## src/rtl/cache_ctrl.sv

```systemverilog
// Controller for a direct-mapped, write-back, write-allocate cache: owns tag/valid/dirty state,
// sequences block write-back and fetch with memory, and strobes an external data array.
module cache_ctrl #(
  parameter int ADDR_W      = 10,
  parameter int NUM_LINES   = 4,
  parameter int BLOCK_WORDS = 4,
  parameter int CNT_W       = 16,
  localparam int IDX_W      = $clog2(NUM_LINES),
  localparam int OFF_W      = 2 + $clog2(BLOCK_WORDS),
  localparam int TAG_W      = ADDR_W - OFF_W - IDX_W
) (
  input  logic              clk,
  input  logic              rst_n,
  input  logic              cpu_req,
  input  logic              cpu_we,
  input  logic [ADDR_W-1:0] cpu_addr,
  output logic              cpu_ready,
  output logic              mem_req,
  output logic              mem_we,
  output logic [ADDR_W-1:0] mem_addr,
  input  logic              mem_ready,
  output logic [IDX_W-1:0]  arr_index,
  output logic [OFF_W-3:0]  arr_word,
  output logic              arr_we_word,
  output logic              arr_fill,
  output logic [CNT_W-1:0]  hit_cnt,
  output logic [CNT_W-1:0]  miss_cnt
);

  typedef enum logic [1:0] {IDLE, COMPARE, WRITEBACK, ALLOCATE} state_t;

  state_t               state_q, state_d;
  logic [ADDR_W-1:0]    addr_q, addr_d;
  logic                 we_q, we_d;
  logic                 from_alloc_q, from_alloc_d;
  logic                 mem_req_q, mem_req_d;
  logic                 mem_we_q, mem_we_d;
  logic [ADDR_W-1:0]    mem_addr_q, mem_addr_d;
  logic [NUM_LINES-1:0] valid_q, valid_d;
  logic [NUM_LINES-1:0] dirty_q, dirty_d;
  logic [TAG_W-1:0]     tag_q [NUM_LINES];
  logic [TAG_W-1:0]     tag_d [NUM_LINES];
  logic [CNT_W-1:0]     hit_cnt_q, hit_cnt_d;
  logic [CNT_W-1:0]     miss_cnt_q, miss_cnt_d;

  logic [TAG_W-1:0]     req_tag;
  logic [IDX_W-1:0]     req_idx;
  logic [OFF_W-3:0]     req_word;
  logic [TAG_W-1:0]     line_tag;
  logic                 hit;

  assign req_tag  = addr_q[ADDR_W-1:OFF_W+IDX_W];
  assign req_idx  = addr_q[OFF_W+IDX_W-1:OFF_W];
  assign req_word = addr_q[OFF_W-1:2];
  assign line_tag = tag_q[req_idx];
  assign hit      = valid_q[req_idx] && (line_tag == req_tag);

  assign mem_req   = mem_req_q;
  assign mem_we    = mem_we_q;
  assign mem_addr  = mem_addr_q;
  assign arr_index = req_idx;
  assign arr_word  = req_word;
  assign hit_cnt   = hit_cnt_q;
  assign miss_cnt  = miss_cnt_q;

  always_comb begin
    state_d      = state_q;
    addr_d       = addr_q;
    we_d         = we_q;
    from_alloc_d = from_alloc_q;
    mem_req_d    = mem_req_q;
    mem_we_d     = mem_we_q;
    mem_addr_d   = mem_addr_q;
    valid_d      = valid_q;
    dirty_d      = dirty_q;
    tag_d        = tag_q;
    hit_cnt_d    = hit_cnt_q;
    miss_cnt_d   = miss_cnt_q;
    cpu_ready    = 1'b0;
    arr_we_word  = 1'b0;
    arr_fill     = 1'b0;

    case (state_q)
      IDLE: begin
        if (cpu_req) begin
          addr_d       = cpu_addr;
          we_d         = cpu_we;
          from_alloc_d = 1'b0;
          state_d      = COMPARE;
        end
      end
      COMPARE: begin
        if (hit) begin
          cpu_ready = 1'b1;
          if (we_q) begin
            arr_we_word      = 1'b1;
            dirty_d[req_idx] = 1'b1;
          end
          // The re-compare after a fill completes a miss; it is not a hit of its own.
          if (!from_alloc_q && (hit_cnt_q != {CNT_W{1'b1}})) begin
            hit_cnt_d = hit_cnt_q + 1'b1;
          end
          state_d = IDLE;
        end else begin
          if (miss_cnt_q != {CNT_W{1'b1}}) begin
            miss_cnt_d = miss_cnt_q + 1'b1;
          end
          mem_req_d = 1'b1;
          if (valid_q[req_idx] && dirty_q[req_idx]) begin
            mem_we_d   = 1'b1;
            mem_addr_d = {line_tag, req_idx, {OFF_W{1'b0}}};
            state_d    = WRITEBACK;
          end else begin
            mem_we_d   = 1'b0;
            mem_addr_d = {req_tag, req_idx, {OFF_W{1'b0}}};
            state_d    = ALLOCATE;
          end
        end
      end
      WRITEBACK: begin
        if (mem_ready) begin
          dirty_d[req_idx] = 1'b0;
          mem_we_d         = 1'b0;
          mem_addr_d       = {req_tag, req_idx, {OFF_W{1'b0}}};
          state_d          = ALLOCATE;
        end
      end
      ALLOCATE: begin
        if (mem_ready) begin
          arr_fill         = 1'b1;
          valid_d[req_idx] = 1'b1;
          dirty_d[req_idx] = 1'b0;
          tag_d[req_idx]   = req_tag;
          mem_req_d        = 1'b0;
          from_alloc_d     = 1'b1;
          state_d          = COMPARE;
        end
      end
      default: state_d = IDLE;
    endcase
  end

  always_ff @(posedge clk or negedge rst_n) begin
    if (!rst_n) begin
      state_q      <= IDLE;
      addr_q       <= '0;
      we_q         <= 1'b0;
      from_alloc_q <= 1'b0;
      mem_req_q    <= 1'b0;
      mem_we_q     <= 1'b0;
      mem_addr_q   <= '0;
      valid_q      <= '0;
      dirty_q      <= '0;
      for (int i = 0; i < NUM_LINES; i++) tag_q[i] <= '0;
      hit_cnt_q    <= '0;
      miss_cnt_q   <= '0;
    end else begin
      state_q      <= state_d;
      addr_q       <= addr_d;
      we_q         <= we_d;
      from_alloc_q <= from_alloc_d;
      mem_req_q    <= mem_req_d;
      mem_we_q     <= mem_we_d;
      mem_addr_q   <= mem_addr_d;
      valid_q      <= valid_d;
      dirty_q      <= dirty_d;
      tag_q        <= tag_d;
      hit_cnt_q    <= hit_cnt_d;
      miss_cnt_q   <= miss_cnt_d;
    end
  end

endmodule

```

## config.mk

```make
export PLATFORM = sky130hd
export DESIGN_NAME = cache_ctrl
export DESIGN_NICKNAME = d
export VERILOG_FILES = /design/src/rtl/cache_ctrl.sv
export SDC_FILE = /design/constraint.sdc
export NUM_CORES = 1
export LEC_CHECK = 0
export CAP_MARGIN = 20
export CORE_ASPECT_RATIO = 1.4
export CORE_MARGIN = 1.5
export CORE_UTILIZATION = 50
export DETAILED_ROUTE_END_ITERATION = 10
export HOLD_SLACK_MARGIN = 0.02
export PLACE_DENSITY = 0.84
export SETUP_SLACK_MARGIN = 0.4
export SKIP_LAST_GASP = 1
export SYNTH_ARGS = -nofsm -noshare
export SYNTH_HDL_FRONTEND = slang
export SYNTH_SLANG_ARGS = --single-unit
export TNS_END_PERCENT = 1
```

## constraint.sdc

```tcl
create_clock -name clk -period 3.1 [get_ports clk]
set_clock_uncertainty 0.2 [all_clocks]
set_input_delay 0.62 -clock clk [delete_from_list [all_inputs] [get_ports clk]]
set_output_delay 0.62 -clock clk [all_outputs]
set_load 0.02 [all_outputs]
```

==> results of run 1 <==
final cells by class:
type                            instances  area, µm²
Clock buffer                           13        139
Sequential cell                        76       1900
Multi-Input combinational cell        213       1690
Fill cell                             570       2470
Inverter                                6       22.5
Timing Repair Buffer                   75        722
Tap cell                               95        119
what timing repair did:
item                       4_1_cts  5_1_grt
hold buffers                     0        0
buffers inserted                 2        2
setup endpoints to repair       36       42
pin swaps                        4        4
gates resized for setup         20        1
cell usage after synthesis (2+ instances only):
cell type / n
nand3_1: 11
a21oi_1: 3
a31oi_1: 4
xor2_1: 17
mux2i_1: 5
xnor2_2: 3
a41oi_1: 5
inv_1: 6
buf_4: 8
nand4_1: 8
nor3b_1: 2
dfrtp_1: 76
or2_2: 3
ha_1: 6
buf_6: 2
o21ai_0: 8
nand2_1: 30
nand2b_1: 7
and4_1: 4
nor3_2: 2
nor4_1: 4
clkbuf_1: 5
xnor2_1: 11
nor2b_1: 2
mux4_2: 5
nor2_1: 11
nor3_1: 7
mux2_2: 31
nor2_2: 2
and3_1: 5
nor4b_1: 2
layout by cell type, fill, tap and decap left out, types with 5 or more instances in the layout:
master and instances:
a41oi_1 5, mux2_2 31, inv_1 6, nand2b_1 7, buf_4 14, nand2_1 30, clkdlybuf4s50_1 56, ha_1 6
o21ai_0 8, nor3_1 6, mux4_2 5, mux2i_1 5, nor2_1 10, xor2_1 17, nand4_1 8, clkbuf_8 9
xnor2_1 11, dfrtp_1 75, nand3_1 11, and3_1 5, buf_6 5
worst min path at each step:
stage / cells after the start / to / start / slack (ns)
global route: 1 / mem_addr[8] / rst_n / 0.28
floorplan: 0 / async pin / rst_n / 0.12
CTS: 1 / addr_q[8] / rst_n / 0.25
global placement: 1 / valid_q[1] / valid_q[1] / 0.24
detailed placement: 1 / valid_q[0] / valid_q[0] / 0.25
finish: 1 / tag_q[6] / rst_n / 0.21
power groups by stage:
stage                     clock (µW)  combinational (µW)  sequential [µW]
after floorplan                    0                1310             1670
after global placement             0                1980             1610
after detailed placement           0                2030             1630
after CTS                        624                2140             1620
after global routing             664                2350             1660
final                            599                2180             1620
logic make-up after synthesis:
family | count (synthesis)
simple gates | 105
flops | 76
mux | 42
xor+xnor | 31
compound gates | 25
buf+inv | 22
fa+ha+maj | 6
other cells | 1
layer usage:
| metal | share of wire [%] | wire length [µm] | vias up | global-route usage, % |
|---|---|---|---|---|
| li1 | - | - | 1228 | - |
| met1 | 41 | 2980 | 1300 | 24.7 |
| met2 | 53 | 3870 | 74 | 33.2 |
| met3 | 3.6 | 260 | 17 | 3.86 |
| met4 | 2.2 | 157 | 0 | 10.1 |
| met5 | 0 | 0 | - | 0 |
registers in the layout, summed over array words and instances, names as in the netlist, 2 cells and up, named ones only:
signal    flops
tag_q        16
miss_cnt     16
mem_addr      6
hit_cnt      16
addr_q        8
state_q       2
valid_q       4
through the flow:
| step | setup slack, ns | cells | cell area [µm²] | hold WS, ns | utilization [%] |
|---|---|---|---|---|---|
| floorplan | 0.328 | 311 | 3700 | 0.124 | - |
| global placement | -0.157 | 461 | 4390 | 0.242 | 62.1 |
| detailed placement | -0.179 | 461 | 4390 | 0.250 | 62.1 |
| CTS | 0.0764 | 476 | 4580 | 0.247 | 64.8 |
| global route | 0.0126 | 478 | 4600 | 0.282 | 65.0 |
| finish | 0.126 | 478 | 4600 | 0.211 | 65.0 |
==> impl_metrics.csv, run 1 <==
group,metric,value,unit
floorplanning,fp-row-count,36,
sta,timing.fmax,0.336,GHz
synthesis,synth_top_family_by_area,"simple AND/OR/NAND/NOR gates",
worst_setup_path,path_buf_inv,2,
cts,numCtsBuffers,9,
worst_setup_path,r2r_end,"miss_cnt[1]",
global_routing,grt_pass1_wl,12100,µm
sta,slew_viol_final,0,
worst_setup_path,slowest_stage,"mux4_2",
worst_setup_path,r2r_start,"addr_q[4]",
synthesis,synth_seq_area_share,51.6,%
worst_setup_path,max_stage_delay,0.50,ns
synthesis,synth.top_cells.by_area,"dfrtp_1, mux2_2, xor2_1, mux4_2, nand2_1",
pwr,peakVddDrop,743,µV
cts,clkTransAtPathRegs,0.07,ns
worst_setup_path,crit_family,"multiplexers",
worst_setup_path,cp.arrival,2.15,ns
worst_setup_path,path_cells,"buf_6 > mux4_2 > xnor2_1 > nand2_1 > or2_4 > nor2_4 > buf_6",
floorplanning,initial_core_util,52.1,%
sta,slew_headroom,37.8,%
cells_and_area,drive_above_1_share,21.1,%
sta,fin_crit,2.97,ns
synthesis,ys_types,44,
pwr,p_seq_share,36.8,%
placed_design,place_congestion,0.816,
pwr,p_int,2710,µW
route,drc,0,
worst_setup_path,critPathLaunch,"addr_q[4]",
worst_setup_path,critical_path.endpoint,"cpu_ready",
floorplanning,fp.coreArea,7070,µm²
cts,clockBufferDepth,2,
sta,final-hold-violation-count,0,
sta,tightest_slew,0.933,ns
placed_design,post-dp-hpwl,5120,µm
synthesis,synthCells,308,
cts,clk_latency,0.34,ns
synthesis,synth_edf_count,0,
pwr,power_frac_comb,49.6,%
synthesis,synth-compound-area-share,4.28,%
worst_setup_path,crit_fanout,5,
worst_setup_path,timing.critical_path.mode_cell,"buf_6",
pwr,leakage,0.00204,µW
route,drtPass1Iterations,4,
pwr,power_switching,1680,µW
floorplanning,io_pins,66,
synthesis,synth.avg_cell_area,12.0,µm²
flow_run,cap_violations,0,
cts,cts_tree,"yes",
sta,rsz0062_at_grt,"yes",
route,via_count,2619,
worst_setup_path,end_kind,"output pin",
cells_and_area,nets,402,
synthesis,synthMuxAreaShare,14.6,%
worst_setup_path,critical_path_class,"reg2out",
global_routing,grt_max_degree,77,
synthesis,synth_area_leader_cell,"dfrtp_1",
global_routing,grt_use_total,20.2,%
synthesis,synth_xor_area_share,7.97,%
floorplanning,die_area,7910,µm²
sta,period_share,95.9,%
pwr,p_clk_share,13.6,%
synthesis,synth-seq-cells,76,
cts,cts_root_buffer,"clkbuf_8",
synthesis,ys.flop_type,"dfrtp_1",
worst_setup_path,cp.depth,7,
global_routing,grt-ovfl-total,0,
worst_hold_path,min-delay-path-class,"in2async",
synthesis,synthSimpleGateAreaFrac,15.9,%
route,ant_nets,0,
placed_design,numPortBuffers,59,
worst_setup_path,rrSetupSlack,0.19,ns
worst_setup_path,cp.required,2.28,ns
global_routing,grt_pass1_vias,2582,
sta,setup_violations,0,
sta,finalSetupTns,0,ns
global_routing,grt_antenna_before_repair,0,
cells_and_area,num_antenna_cells,0,
route,drtIter0Drc,132,
synthesis,async_reset_ff_share,100,%
synthesis,synth_fa_ha_area_share,2.04,%
synthesis,syn_area,3690,µm²
run_status,run_status,"finished, final reports clean",
route,wl_per_cell,15.2,µm
synthesis,yosysWarnings,0,
floorplanning,die_h,105,µm
pwr,swShare,38.3,%
cts,cts_sinks,76,
cts,htree_levels,3,
cells_and_area,areaGrowthSynthToFinish,24.7,%
worst_setup_path,ff2ff_path_depth,9,
pwr,total_power,4390,µW
route,viasPerCell,5.48,
worst_setup_path,start_kind,"flop",
synthesis,synth_top_area_share,51.6,%
pwr,p_per_area,955,nW/µm²
floorplanning,die_w,75.6,µm
route,wirelength,7260,µm
Power figures use the tool's default switching activity.
==> run 2, diff against run 1 <==
--- a/config.mk
+++ b/config.mk
@@ -9,6 +9,7 @@
 export CORE_ASPECT_RATIO = 1.4
 export CORE_MARGIN = 1.5
 export CORE_UTILIZATION = 50
+export CTS_CLUSTER_SIZE = 28
 export DETAILED_ROUTE_END_ITERATION = 10
 export HOLD_SLACK_MARGIN = 0.02
 export PLACE_DENSITY = 0.84
==> results of run 2 <==
No change in the layout: final DEF, timing and power equal those of run 1.
==> run 3, diff against run 2 <==
--- a/config.mk
+++ b/config.mk
@@ -8,11 +8,11 @@
 export CAP_MARGIN = 20
 export CORE_ASPECT_RATIO = 1.4
 export CORE_MARGIN = 1.5
-export CORE_UTILIZATION = 50
+export CORE_UTILIZATION = 53
 export CTS_CLUSTER_SIZE = 28
 export DETAILED_ROUTE_END_ITERATION = 10
 export HOLD_SLACK_MARGIN = 0.02
-export PLACE_DENSITY = 0.84
+export PLACE_DENSITY = 0.88
 export SETUP_SLACK_MARGIN = 0.4
 export SKIP_LAST_GASP = 1
 export SYNTH_ARGS = -nofsm -noshare
==> run 3 against run 2 <==
  * Cell count is 0.84% lower
  * Register-to-register slack better by 0.09 ns
  * Utilization is 4.2 points higher
  * Critical path depth is 1 lower
  * Sequential share of layout area is 0.10 points lower
  * Global-route usage is 1.6 points higher
  * Via count is 1.6% higher
  * Clock power is 12% higher
==> impl_metrics.csv, run 3 (synthesized netlist as in run 1, its figures left out) <==
group,metric,value,unit
run_status,run_status,"finished, final reports clean",
worst_setup_path,start_kind,"flop",
worst_setup_path,critPathLaunch,"addr_q[4]",
floorplanning,die_area,7470,µm²
global_routing,grt-ovfl-total,0,
sta,setup_violations,0,
sta,final-hold-violation-count,0,
route,drtIter0Drc,133,
cells_and_area,nFillCells,499,
pwr,p_per_area,961,nW/µm²
cts,numCtsBuffers,9,
worst_hold_path,min-delay-path-class,"in2async",
placed_design,numPortBuffers,59,
cells_and_area,finish.utilization,69.2,%
floorplanning,io_pins,66,
placed_design,post-dp-hpwl,5340,µm
cts,htree_levels,3,
route,viasPerCell,5.62,
pwr,peakVddDrop,771,µV
placed_design,placedCellCount,458,
placed_design,pre_cts_ws,-0.214,ns
floorplanning,initial_core_util,55.4,%
cts,cts_tree,"yes",
floorplanning,die_h,102,µm
cts,clk_latency,0.34,ns
worst_setup_path,critical_path.endpoint,"arr_we_word",
worst_setup_path,slowest_stage,"mux4_2",
route,drc,0,
route,wl_per_cell,16.0,µm
worst_setup_path,critical_path_class,"reg2out",
cells_and_area,areaGrowthSynthToFinish,25.0,%
cells_and_area,final_cell_mix,"dfrtp_1, clkdlybuf4s50_1, mux2_2",
sta,slew_headroom,37.2,%
worst_setup_path,r2r_end,"hit_cnt[12]",
worst_setup_path,cp.depth,6,
cells_and_area,final_common_cell,"dfrtp_1",
cts,clockBufferDepth,2,
sta,fin_crit,2.99,ns
route,via_count,2662,
worst_setup_path,rrSetupSlack,0.28,ns
sta,fin_ws,0.114,ns
sta,timing.fmax,0.335,GHz
sta,rsz0062_at_grt,"yes",
floorplanning,fp.coreArea,6660,µm²
worst_setup_path,path_cells,"mux4_2 > xnor2_2 > nand2_1 > buf_4 > nor3_4 > buf_6",
global_routing,grt_use_total,21.8,%
worst_setup_path,max_stage_delay,0.57,ns
worst_setup_path,end_kind,"output pin",
flow_run,cap_violations,0,
cts,clkTransAtPathRegs,0.08,ns
worst_setup_path,r2r_start,"addr_q[4]",
placed_design,place_congestion,0.855,
sta,period_share,96.3,%
floorplanning,fp-row-count,35,
worst_setup_path,path_buf_inv,2,
worst_setup_path,cp.required,2.28,ns
route,drtPass1Iterations,6,
route,ant_nets,0,
route,wirelength,7600,µm
cts,cts_sinks,76,
worst_setup_path,crit_fanout,6,
sta,tightest_slew,0.941,ns
global_routing,grt_pass1_wl,12300,µm
cells_and_area,fin_cells,474,
worst_setup_path,cp.arrival,2.17,ns
cells_and_area,num_antenna_cells,0,
sta,slew_viol_final,0,
pwr,total_power,4430,µW
pwr,leakage,0.00205,µW
global_routing,grt_pass1_vias,2600,
worst_setup_path,ff2ff_path_depth,8,
worst_setup_path,crit_family,"multiplexers",
floorplanning,die_w,73.5,µm
sta,finalSetupTns,0,ns
cts,hold_buffers,0,
global_routing,grt_antenna_before_repair,0,
cts,cts_root_buffer,"clkbuf_8",
global_routing,grt_max_degree,77,
cells_and_area,nets,399,
cells_and_area,drive_above_1_share,22.3,%
run 3: repair_timing:
action / CTS / global route
pin swaps: 3 / 1
cloned: 0 / 0
setup endpoints to repair: 45 / 47
setup buffers: 1 / 0
resized for setup: 19 / 1
run 3: layout make-up:
class	instances	area (µm²)	share of cell area [%]
flip-flops and latches	76	1900	41.3
multi-input cells	213	1700	36.9
repair buffers	72	692	15.0
clock buffers	11	151	3.28
well taps	92	115	2.50
clock inverters	4	25.0	0.543
inverters	6	22.5	0.489
run 3: through the flow:
step / hold WS, ns / cell area (µm²)
4_1_cts: 0.250 / 4600
3_5_place_dp: 0.253 / 4390
5_1_grt: 0.283 / 4610
3_3_place_gp: 0.241 / 4390
2_1_floorplan: 0.124 / 3700
6_report: 0.190 / 4610
run 3: worst register-to-register path, stage by stage (launching register included):
cell and delay, ns:
dfrtp_2 0.47, mux4_2 0.58, xnor2_2 0.20, nand3_4 0.10, buf_6 0.14, buf_4 0.14
or4_4 0.61, nor3_2 0.17, xor2_1 0.15
run 3: routing by layer:
layer / GRT usage [%] / up-vias / part of all wire, %
met2: 37.5 / 69 / 55
met1: 26.4 / 1347 / 40
met4: 9.69 / 0 / 2.8
met5: 0 / - / 0
li1: - / 1223 / -
met3: 3.98 / 23 / 2.7
run 3: worst min path at each step:
stage / depth (start not counted) / from / slack (ns) / to
final: 1 / rst_n / 0.19 / tag_q[4]
after global routing: 1 / valid_q[0] / 0.28 / valid_q[0]
after CTS: 1 / rst_n / 0.25 / miss_cnt[1]
after detailed placement: 1 / valid_q[0] / 0.25 / valid_q[0]
after global placement: 1 / valid_q[1] / 0.24 / valid_q[1]
after floorplan: 0 / rst_n / 0.12 / async pin
run 3: power breakdown:
part | switching [µW] | total (µW) | internal (µW) | leakage (µW)
logic | 1080 | 2130 | 1050 | 0.000995
registers | 302 | 1630 | 1330 | 0.000964
clock network | 346 | 673 | 327 | 0.0000872
